[config.mk]
export PLATFORM = sky130hd
export DESIGN_NAME = wave_ctrl_flat
export DESIGN_NICKNAME = d
export VERILOG_FILES = /design/src/rtl/wave_ctrl_pkg.sv /design/src/rtl/wave_ctrl_if.sv /design/src/rtl/wave_ctrl_div.sv /design/src/rtl/wave_ctrl.sv /design/src/flat_wrapper.sv
export SDC_FILE = /design/constraint.sdc
export NUM_CORES = 1
export LEC_CHECK = 0
export BUFFER_PORTS_ARGS = -buffer_cell sky130_fd_sc_hd__buf_2
export CORE_ASPECT_RATIO = 2
export CORE_UTILIZATION = 60
export CTS_CLUSTER_DIAMETER = 120
export DETAILED_ROUTE_END_ITERATION = 10
export PLACE_DENSITY = 0.87
export SLEW_MARGIN = 15
export SYNTH_ARGS = -nofsm -noshare
export SYNTH_HDL_FRONTEND = slang
export SYNTH_SLANG_ARGS = --single-unit
[constraint.sdc]
create_clock -name clk -period 4.7 [get_ports clk]
set_input_delay 0.235 -clock clk [delete_from_list [all_inputs] [get_ports clk]]
set_output_delay 0.235 -clock clk [all_outputs]
set_load 0.01 [all_outputs]
[src/rtl/wave_ctrl_pkg.sv]
// Shared definitions for the wave_ctrl configuration controller: field codes,
// the commit address, the sequencer state encoding, the per-channel config
// record and the amplitude ramp helper.
package wave_ctrl_pkg;

  localparam int NUM_CH = 4;

  localparam logic [2:0] FLD_AMP    = 3'd0;
  localparam logic [2:0] FLD_OFFSET = 3'd1;
  localparam logic [2:0] FLD_PHASE  = 3'd2;
  localparam logic [2:0] FLD_DIV    = 3'd3;
  localparam logic [2:0] FLD_RUN    = 3'd4;

  localparam logic [4:0] COMMIT_ADDR = 5'h1F;

  typedef enum logic [1:0] {
    IDLE  = 2'd0,
    WAIT  = 2'd1,
    APPLY = 2'd2
  } state_t;

  // One channel's worth of configuration, held both as shadow and active copy.
  typedef struct packed {
    logic [15:0] amp;
    logic [15:0] offset;
    logic [15:0] phaseword;
    logic [15:0] divisor;
    logic        run;
  } ch_cfg_t;

  // Move a signed amplitude one step toward its target. The difference is
  // formed one bit wider so the compare never wraps, and the result lands
  // exactly on the target once it is within one step.
  function automatic logic [15:0] ramp_toward(input logic [15:0] cur,
                                              input logic [15:0] tgt,
                                              input logic [15:0] step);
    logic signed [16:0] diff;
    logic signed [16:0] lim;
    diff = $signed({tgt[15], tgt}) - $signed({cur[15], cur});
    lim  = $signed({1'b0, step});
    if (diff > lim)       return cur + step;
    else if (diff < -lim) return cur - step;
    else                  return tgt;
  endfunction

endpackage

[src/rtl/wave_ctrl_if.sv]
// Host register-write bus of wave_ctrl: valid/ready handshake with a 5-bit
// address ([4:3] channel, [2:0] field, 5'h1F = commit) and 16-bit data.
interface wave_ctrl_if;
  logic        valid;
  logic        ready;
  logic [4:0]  addr;
  logic [15:0] data;

  modport master (output valid, output addr, output data, input ready);
  modport slave  (input valid, input addr, input data, output ready);
endinterface

[src/rtl/wave_ctrl_div.sv]
// Per-channel clock-enable divider. While run is high the counter walks
// 0..divisor and the strobe pulses for one cycle each time it hits divisor
// (divisor 0 gives a strobe every cycle). clear restarts the count at 0.
module wave_ctrl_div #(
  parameter int DIV_W = 16
) (
  input  logic             clk,
  input  logic             reset,
  input  logic             run,
  input  logic [DIV_W-1:0] divisor,
  input  logic             clear,
  output logic             strobe
);

  logic [DIV_W-1:0] cnt_q;
  logic             hit;

  assign hit = (cnt_q == divisor);

  // Count and register the strobe; stopped or cleared channels sit at 0.
  // NOTE: state updates use <= so every register samples pre-edge values.
  always_ff @(posedge clk) begin
    if (!reset || clear || !run) begin
      cnt_q  <= '0;
      strobe <= 1'b0;
    end else begin
      strobe <= hit;
      cnt_q  <= hit ? '0 : cnt_q + DIV_W'(1);
    end
  end

endmodule

[src/rtl/wave_ctrl.sv]
// wave_ctrl: configuration controller and sequencer for the four-channel wave
// datapath. Host writes land in shadow registers; a commit names a channel
// mask, and on the next frame_tick the masked channels' active registers are
// loaded from shadow in a single cycle, restarting their clock dividers.
// Optional build macro WAVE_CTRL_AMP_RAMP_EN: amplitude is not loaded at
// commit but ramps toward the shadow value by RAMP_STEP per frame_tick.
module wave_ctrl
  import wave_ctrl_pkg::*;
#(
  parameter int          DIV_W     = 16,
  parameter logic [15:0] RAMP_STEP = 16'd64
) (
  input  logic         clk,
  input  logic         reset,
  wave_ctrl_if.slave   wr,
  input  logic         frame_tick,
  output logic [63:0]  amps,
  output logic [63:0]  offsets,
  output logic [63:0]  phasewords,
  output logic [3:0]   clks,
  output logic         busy
);

  state_t            state_q, state_d;
  ch_cfg_t           shadow_q [NUM_CH];
  ch_cfg_t           active_q [NUM_CH];
  logic [NUM_CH-1:0] mask_q;

  logic              wr_ready;
  logic              wr_fire;
  logic              is_commit;
  logic              commit_fire;
  logic              apply;
  logic              ramp_busy;
  logic [1:0]        wr_ch;
  logic [2:0]        wr_fld;

  assign wr_ch       = wr.addr[4:3];
  assign wr_fld      = wr.addr[2:0];
  assign is_commit   = (wr.addr == COMMIT_ADDR);
  assign wr_ready    = reset && (state_q == IDLE) && !ramp_busy;
  assign wr.ready    = wr_ready;
  assign wr_fire     = wr.valid && wr_ready;
  assign commit_fire = wr_fire && is_commit && (wr.data[3:0] != 4'h0);

  // Sequencer state register.
  always_ff @(posedge clk) begin
    if (!reset) state_q <= IDLE;
    else        state_q <= state_d;
  end

  // Next state and status: a commit in IDLE arms WAIT, so a frame_tick in
  // that same cycle is not yet looked at; the following tick moves to APPLY.
  // NOTE: every output of this block gets a default first so no latch forms.
  always_comb begin
    state_d = state_q;
    apply   = 1'b0;
    busy    = ramp_busy;
    unique case (state_q)
      IDLE: begin
        if (commit_fire) state_d = WAIT;
      end
      WAIT: begin
        busy = 1'b1;
        if (frame_tick) state_d = APPLY;
      end
      APPLY: begin
        busy    = 1'b1;
        apply   = 1'b1;
        state_d = IDLE;
      end
      default: state_d = IDLE;
    endcase
  end

`ifdef WAVE_CTRL_AMP_RAMP_EN
  logic [15:0]       amp_step [NUM_CH];
  logic [NUM_CH-1:0] ramp_q;

  // Candidate next amplitude of each channel, one step toward its target.
  always_comb begin
    for (int i = 0; i < NUM_CH; i++) begin
      amp_step[i] = ramp_toward(active_q[i].amp, shadow_q[i].amp, RAMP_STEP);
    end
  end

  // Ramp-in-progress flags: armed at APPLY, dropped once the target is hit.
  always_ff @(posedge clk) begin
    if (!reset) begin
      ramp_q <= '0;
    end else begin
      for (int i = 0; i < NUM_CH; i++) begin
        if (apply && mask_q[i])
          ramp_q[i] <= (amp_step[i] != shadow_q[i].amp);
        else if (frame_tick && ramp_q[i])
          ramp_q[i] <= (amp_step[i] != shadow_q[i].amp);
      end
    end
  end

  assign ramp_busy = |ramp_q;
`else
  assign ramp_busy = 1'b0;
`endif

  // Shadow writes, commit mask capture and the shadow-to-active transfer.
  // NOTE: this small register file is reset explicitly because every field
  // must read 0 after reset; large RAM-style storage would be left unreset.
  always_ff @(posedge clk) begin
    if (!reset) begin
      for (int i = 0; i < NUM_CH; i++) begin
        shadow_q[i] <= '0;
        active_q[i] <= '0;
      end
      mask_q <= '0;
    end else begin
      if (wr_fire && !is_commit) begin
        case (wr_fld)
          FLD_AMP:    shadow_q[wr_ch].amp       <= wr.data;
          FLD_OFFSET: shadow_q[wr_ch].offset    <= wr.data;
          FLD_PHASE:  shadow_q[wr_ch].phaseword <= wr.data;
          FLD_DIV:    shadow_q[wr_ch].divisor   <= wr.data;
          FLD_RUN:    shadow_q[wr_ch].run       <= wr.data[0];
          default:    ;
        endcase
      end

      if (commit_fire) mask_q <= wr.data[3:0];

      for (int i = 0; i < NUM_CH; i++) begin
        if (apply && mask_q[i]) begin
`ifdef WAVE_CTRL_AMP_RAMP_EN
          active_q[i].offset    <= shadow_q[i].offset;
          active_q[i].phaseword <= shadow_q[i].phaseword;
          active_q[i].divisor   <= shadow_q[i].divisor;
          active_q[i].run       <= shadow_q[i].run;
          active_q[i].amp       <= amp_step[i];
        end else if (frame_tick && ramp_q[i]) begin
          active_q[i].amp       <= amp_step[i];
`else
          active_q[i] <= shadow_q[i];
`endif
        end
      end
    end
  end

  // Pack the active registers onto the output buses, channel 0 in the LSBs.
  always_comb begin
    amps       = '0;
    offsets    = '0;
    phasewords = '0;
    for (int i = 0; i < NUM_CH; i++) begin
      amps[i*16 +: 16]       = active_q[i].amp;
      offsets[i*16 +: 16]    = active_q[i].offset;
      phasewords[i*16 +: 16] = active_q[i].phaseword;
    end
  end

  for (genvar g = 0; g < NUM_CH; g++) begin : g_div
    wave_ctrl_div #(
      .DIV_W (DIV_W)
    ) u_div (
      .clk     (clk),
      .reset   (reset),
      .run     (active_q[g].run),
      .divisor (DIV_W'(active_q[g].divisor)),
      .clear   (apply && mask_q[g]),
      .strobe  (clks[g])
    );
  end

endmodule

[src/flat_wrapper.sv]
// flat-port wrapper written by rule: the top's interface ports become plain ports
module wave_ctrl_flat import wave_ctrl_pkg::*;
#(
  parameter int          DIV_W     = 16,
  parameter logic [15:0] RAMP_STEP = 16'd64
)
  (clk, reset, frame_tick, amps, offsets, phasewords, clks, busy, wr_valid, wr_addr, wr_data, wr_ready);
  wave_ctrl_if wr_i ();
  input  logic clk;
  input  logic reset;
  input  logic frame_tick;
  output logic [63:0] amps;
  output logic [63:0] offsets;
  output logic [63:0] phasewords;
  output logic [3:0] clks;
  output logic busy;
  input wire logic [$bits(wr_i.valid)-1:0] wr_valid;
  input wire logic [$bits(wr_i.addr)-1:0] wr_addr;
  input wire logic [$bits(wr_i.data)-1:0] wr_data;
  output wire logic [$bits(wr_i.ready)-1:0] wr_ready;
  assign wr_i.valid = wr_valid;
  assign wr_i.addr = wr_addr;
  assign wr_i.data = wr_data;
  assign wr_ready = wr_i.ready;
  wave_ctrl #(.DIV_W(DIV_W), .RAMP_STEP(RAMP_STEP)) u_core (.clk(clk), .reset(reset), .wr(wr_i), .frame_tick(frame_tick), .amps(amps), .offsets(offsets), .phasewords(phasewords), .clks(clks), .busy(busy));
endmodule
==> Yosys cells after proc, flatten, opt, wreduce, memory -nomap -nowiden <==
Memory sizes are Yosys's and may differ from the RTL's.
Index checks and enable logic that the tools add are counted.
{ "op_classes": {"n_addsub": 4, "eq_ne": 13, "n_mux": 45, "n_bitwise": 4, "n_reduce_logical": 33} }
{ "op_table": {"columns": ["cell", "count"], "rows": [
  ["two-way mux 65 bit", 5],
  ["OR reduction 65 bit", 1],
  ["adder 16 x 1 -> 16 bit (second input constant)", 4],
  ["== test 16 bit", 4],
  ["two-way mux 1 bit", 35],
  ["OR reduction 2 bit", 5],
  ["logical AND 1 bit", 9],
  ["logical OR 1 bit", 8],
  ["== test 3 x 2 -> 1 bit (second input constant)", 2],
  ["logical NOT 1 bit", 6],
  ["two-way mux 2 bit", 3],
  ["== test 5 bit (second input constant)", 1],
  ["two-way mux 5 bit", 1],
  ["bitwise OR 1 bit", 4],
  ["one-hot mux 2 bit (2 select lines)", 1],
  ["nonzero test 4 bit", 1],
  ["== test 3 x 1 -> 1 bit (second input constant)", 1],
  ["== test 3 bit (second input constant)", 1],
  ["logical NOT 3 bit", 1],
  ["== test 2 x 1 -> 1 bit (second input constant)", 1],
  ["== test 2 bit (second input constant)", 1],
  ["logical NOT 2 bit", 1],
  ["inequality test 2 x 1 -> 1 bit (second input constant)", 1],
  ["inequality test 2 bit (second input constant)", 1],
  ["AND reduction 2 bit", 1]
]} }
{ "totals": {"regBits": 74, "mem_bits_rw": 520, "wordCells": 111, "memories": 2} }
{ "mem_list": {"columns": ["name", "words", "word_bits", "read_ports", "rd_clocked_by_memory_dff", "write_ports", "line", "text"], "rows": [
  ["u_core.active_q", 4, 65, 4, 0, 4, "wave_ctrl.sv:26", "ch_cfg_t active_q [NUM_CH];"],
  ["u_core.shadow_q", 4, 65, 4, 0, 4, "wave_ctrl.sv:25", "ch_cfg_t shadow_q [NUM_CH];"]
]} }

==> Depth between registers and ports, before layout <==
{ "depth": {"word_depth": 9, "ltp_mapped": 7, "mapped_depth_nobuf": 6} }

==> Modules after synthesis <==
From an unflattened synthesis, not the netlist that was laid out.
{ "unflattened": {"hier_cells": 1785, "area_unflattened_um2": 24519.8} }
{ "by_module_without_submodules": {"columns": ["mod", "n_inst", "cells_per_inst", "area_each_um2"], "rows": [
  ["wave_ctrl", 1, 1377, 20811.2],
  ["wave_ctrl_div", 4, 102, 927.1]
]} }

==> Worst setup path before layout <==
No wires, ideal clock.
{ "synth_timing": {"path_type": "flip-flop to flip-flop", "startpoint": "reg u_core.state_q[1]", "endpoint": "mem u_core.shadow_q[3][49] in the netlist's numbering (enable)", "arrival_ns": 2.660, "required_time_ns": 4.289, "path_slack_ns": 1.629, "path_stages_with_launch": 8, "cell_sequence": "dfxtp_1 inv_1 ha_1 nand3_1 or3_1 clkbuf_1 clkbuf_1 o21ai_0"} }
{ "synth_lines": {"columns": ["item", "line", "text"], "rows": [
  ["from (decl)", "wave_ctrl.sv:24", "state_t state_q, state_d;"],
  ["from (signal assigned)", "wave_ctrl.sv:49", "else state_q <= state_d;"],
  ["to (decl)", "wave_ctrl.sv:25", null]
]} }

==> results.py <==
metrics = {
    "setup_path": {
        "arrival_ns": 3.10,
        "crit_type": "reg -> reg",
        "start_kind": "register",
        "cpPeakStageDelay_ns": 0.63,
        "cp_cell_sequence": "inv_1, ha_1, nand3_1, nor2_1, nand3_2, buf_4, o21ai_2",
        "endpoint_kind": "register",
        "worstPathMaxFanout": 34,
        "path_buf_inv": 2,
        "cp_data_required_time_ns": 4.89,
        "path_delay_family": "simple AND/OR/NAND/NOR gates",
        "slowest_stage": "o21ai_2",
    },
    "clocking": {
        "clkTransAtPathRegs_ns": 0.08,
        "ctsHoldBuffers": 0,
        "cts_htree_levels": 2,
        "clock_sinks": 594,
        "cts_buffers": 48,
        "insertion_delay_ns": 0.57,
        "cts_root_buf": "clkbuf_16",
        "postCtsSetupBuffers": 0,
        "cts_tree": "done",
        "cts.path.max_buffers": 3,
        "ctsResizeCount": 0,
    },
    "floorplan": {
        "io_pins": 223,
        "core_sq_um": 39600,
        "die_area_sq_um": 41100,
        "initial_core_util_pct": 61.0,
        "die_x_microns": 144,
        "fp.dieH_microns": 286,
        "rows": 103,
    },
    "final_layout": {
        "drive_gt1_share_pct": 18.7,
        "diodes": 0,
        "finish.net_count": 1846,
        "postLayoutCoreUtil_pct": 65.5,
        "fillers": 2671,
        "area_growth_pct": 7.36,
    },
    "drt": {
        "finalWirelength_microns": 48200,
        "drc": 0,
        "wl_per_cell_microns": 20.3,
        "drtIter0Drc": 954,
        "detail-route-antenna-nets": 0,
        "via_count": 13100,
        "vias_per_cell": 5.53,
        "dr.pass1.iters": 6,
    },
    "yosys": {
        "yosys.cell_types.count": 40,
        "synth_area_per_cell_sq_um": 13.5,
        "netlist_area_sq_um": 24100,
        "syn_inst": 1781,
        "ys_ff_latch": 594,
        "async_reset_ff_share_pct": 0,
        "synth_ff_type": "edfxtp_1",
        "synth_fp_nets": 1814,
        "synth-edff-count": 520,
        "yosysWarnings": 0,
        "ys_seq_area_share_pct": 70.8,
    },
    "power": {
        "p_clk_share_pct": 37.6,
        "intPower_w": 0.00809,
        "power_w": 0.0103,
        "p_leak_nw": 9.29,
        "seq_power_share_pct": 58.2,
        "ir_worst_vdd_mv": 0.252,
        "p_sw_w": 0.00221,
        "combPwrFrac_pct": 4.2,
        "power_switching_share_pct": 21.5,
        "power.density_nw_per_um2": 398,
    },
    "timing": {
        "hold_viol_final": 0,
        "period_share_pct": 61.8,
        "setup_viol": 0,
        "drv_slew": 0,
        "finalCriticalPeriod_ns": 2.90,
        "max_freq_mhz": 344,
        "finClkSkew_ns": 0.0169,
        "rsz0062_at_grt": "no",
        "worst_slew_pin_slew_ns": 1.09,
        "finalSetupTns_ns": 0,
        "worst_slack_ns": 1.80,
        "slew_headroom_pct": 27.0,
    },
    "global_route": {
        "grt_pass1_wl_microns": 72800,
        "grt_max_degree": 66,
        "track_usage_pct": 24.1,
        "grt_pass1_vias": 13200,
        "grt.overflow.total": 0,
        "grt_antenna_before_repair": 1,
    },
    "placement": {
        "globalplace.congestion": 0.885,
        "port-buffer-count": 222,
        "hpwl_microns": 33600,
        "post-place-ws_ns": 1.50,
    },
    "job": {
        "drv_cap": 0,
    },
    "run_status": {
        "status": "finished, final reports clean",
    },
    "min_path": {
        "holdCritPathClass": "in -> reg",
    },
}
[placed cells by master (no fill, tap or decap), drive strengths merged]
| master | count |
|---|---|
| edfxtp | 520 |
| and2 | 277 |
| buf | 251 |
| nor2 | 209 |
| xnor2 | 109 |
| dfxtp | 74 |
| nand2 | 73 |
| nor3 | 70 |
| clkbuf | 61 |
| nand4 | 29 |
| nand3 | 25 |
| inv | 22 |
| o21ai | 22 |
| nor4 | 19 |
| clkinv | 14 |
| nor2b | 11 |
| ha | 8 |
| or3 | 7 |
| xor2 | 6 |
| a211oi | 5 |
| or2 | 5 |
| a21oi | 4 |
| a22oi | 4 |
| nor3b | 4 |
| and3 | 4 |
| clkinvlp | 4 |
| nand2b | 2 |
| nand3b | 2 |
| or4 | 2 |
| mux2i | 2 |
| a31o | 1 |
| a31oi | 1 |
| and3b | 1 |
| o31ai | 1 |
| a41o | 1 |
| bufinv | 1 |
[worst min-delay path, stage by stage]
cell,delay (ns)
buf_2,0.19
a22oi_1,0.12
nor2b_1,0.10
[cell type report]
cell class | instances | area (sq um) | share of cell area, %
Sequential cell | 594 | 17100 | 66.0
Clock buffer | 61 | 1300 | 5.02
Timing Repair Buffer | 251 | 1330 | 5.13
Multi-Input combinational cell | 904 | 5260 | 20.3
Inverter | 14 | 52.6 | 0.203
Clock inverter | 27 | 209 | 0.807
Tap cell | 525 | 657 | 2.54
[power groups by stage]
stage               combinational, W  clock (W)  sequential [W]
global route                0.000459    0.00409         0.00600
detailed placement          0.000423          0         0.00611
floorplan                   0.000308          0         0.00608
global placement            0.000407          0         0.00610
CTS                         0.000426    0.00391         0.00599
finish                      0.000430    0.00388         0.00599
[worst paths after layout]
path	startpoint	end	slack, ns	depth (start not counted)
worst min-delay path	wr_data[0]	u_core.mask_q[0]$_SDFFE_PN0P_	0.12	3
worst max-delay path	u_core.state_q[1]$_SDFFE_PN0P_	u_core.shadow_q[1][8]$_SDFFCE_PN0P_	1.80	7
worst min register to register	u_core.shadow_q[2][3]$_SDFFCE_PN0P_	u_core.active_q[2][3]$_SDFFCE_PN0P_	0.51	1
worst max register to register	u_core.state_q[1]$_SDFFE_PN0P_	u_core.shadow_q[1][8]$_SDFFCE_PN0P_	1.80	7
[routing by layer]
layer / vias to the layer above / share of wire [%] / GRT usage, %
met5: - / 0.027 / 0
met4: 2 / 5.4 / 12.8
met3: 163 / 6.7 / 3.48
met2: 618 / 55 / 44.9
met1: 6361 / 33 / 25.7
li1: 5996 / - / -
[state kept, by name (all words and copies together) (netlist names)]
name / cells
u_core.g_div.u_div.strobe: 4
u_core.state_q: 2
u_core.mask_q: 4
u_core.g_div.u_div.cnt_q: 64
u_core.active_q: 260
u_core.shadow_q: 260
[cell families (layout without fill, tap and decap cells)]
group           after synthesis  count (layout)  synth area share, %
simple gates                740             740                 16.0
compound gates               39              39                0.954
fa+ha+maj                     8               8                0.415
flops                       594             594                 70.8
xor+xnor                    115             115                 4.17
mux                           2               2               0.0830
buf+inv                     283             353                 7.48
[metrics by stage]
step,cells,cell area (sq um),hold slack (ns)
floorplan,1781,24100,0.404
global placement,2288,24400,0.495
detailed placement,2288,24400,0.501
CTS,2376,25900,0.0867
global route,2376,25900,0.131
finish,2376,25900,0.119
[synth_stat cells (15+ instances only)]
cell type,n,area share (%)
nand4_1,28,0.73
edfxtp_1,520,65
nor4_1,15,0.39
dfxtp_1,74,6.1
nand3_1,23,0.48
buf_4,196,6.1
and2_1,277,7.2
nor3_1,70,1.5
nor2_1,209,3.3
o21ai_0,22,0.46
xnor2_1,109,4.0
nand2_1,73,1.1
clkbuf_1,68,1.1
No activity file was read; power rests on OpenSTA's default activity.
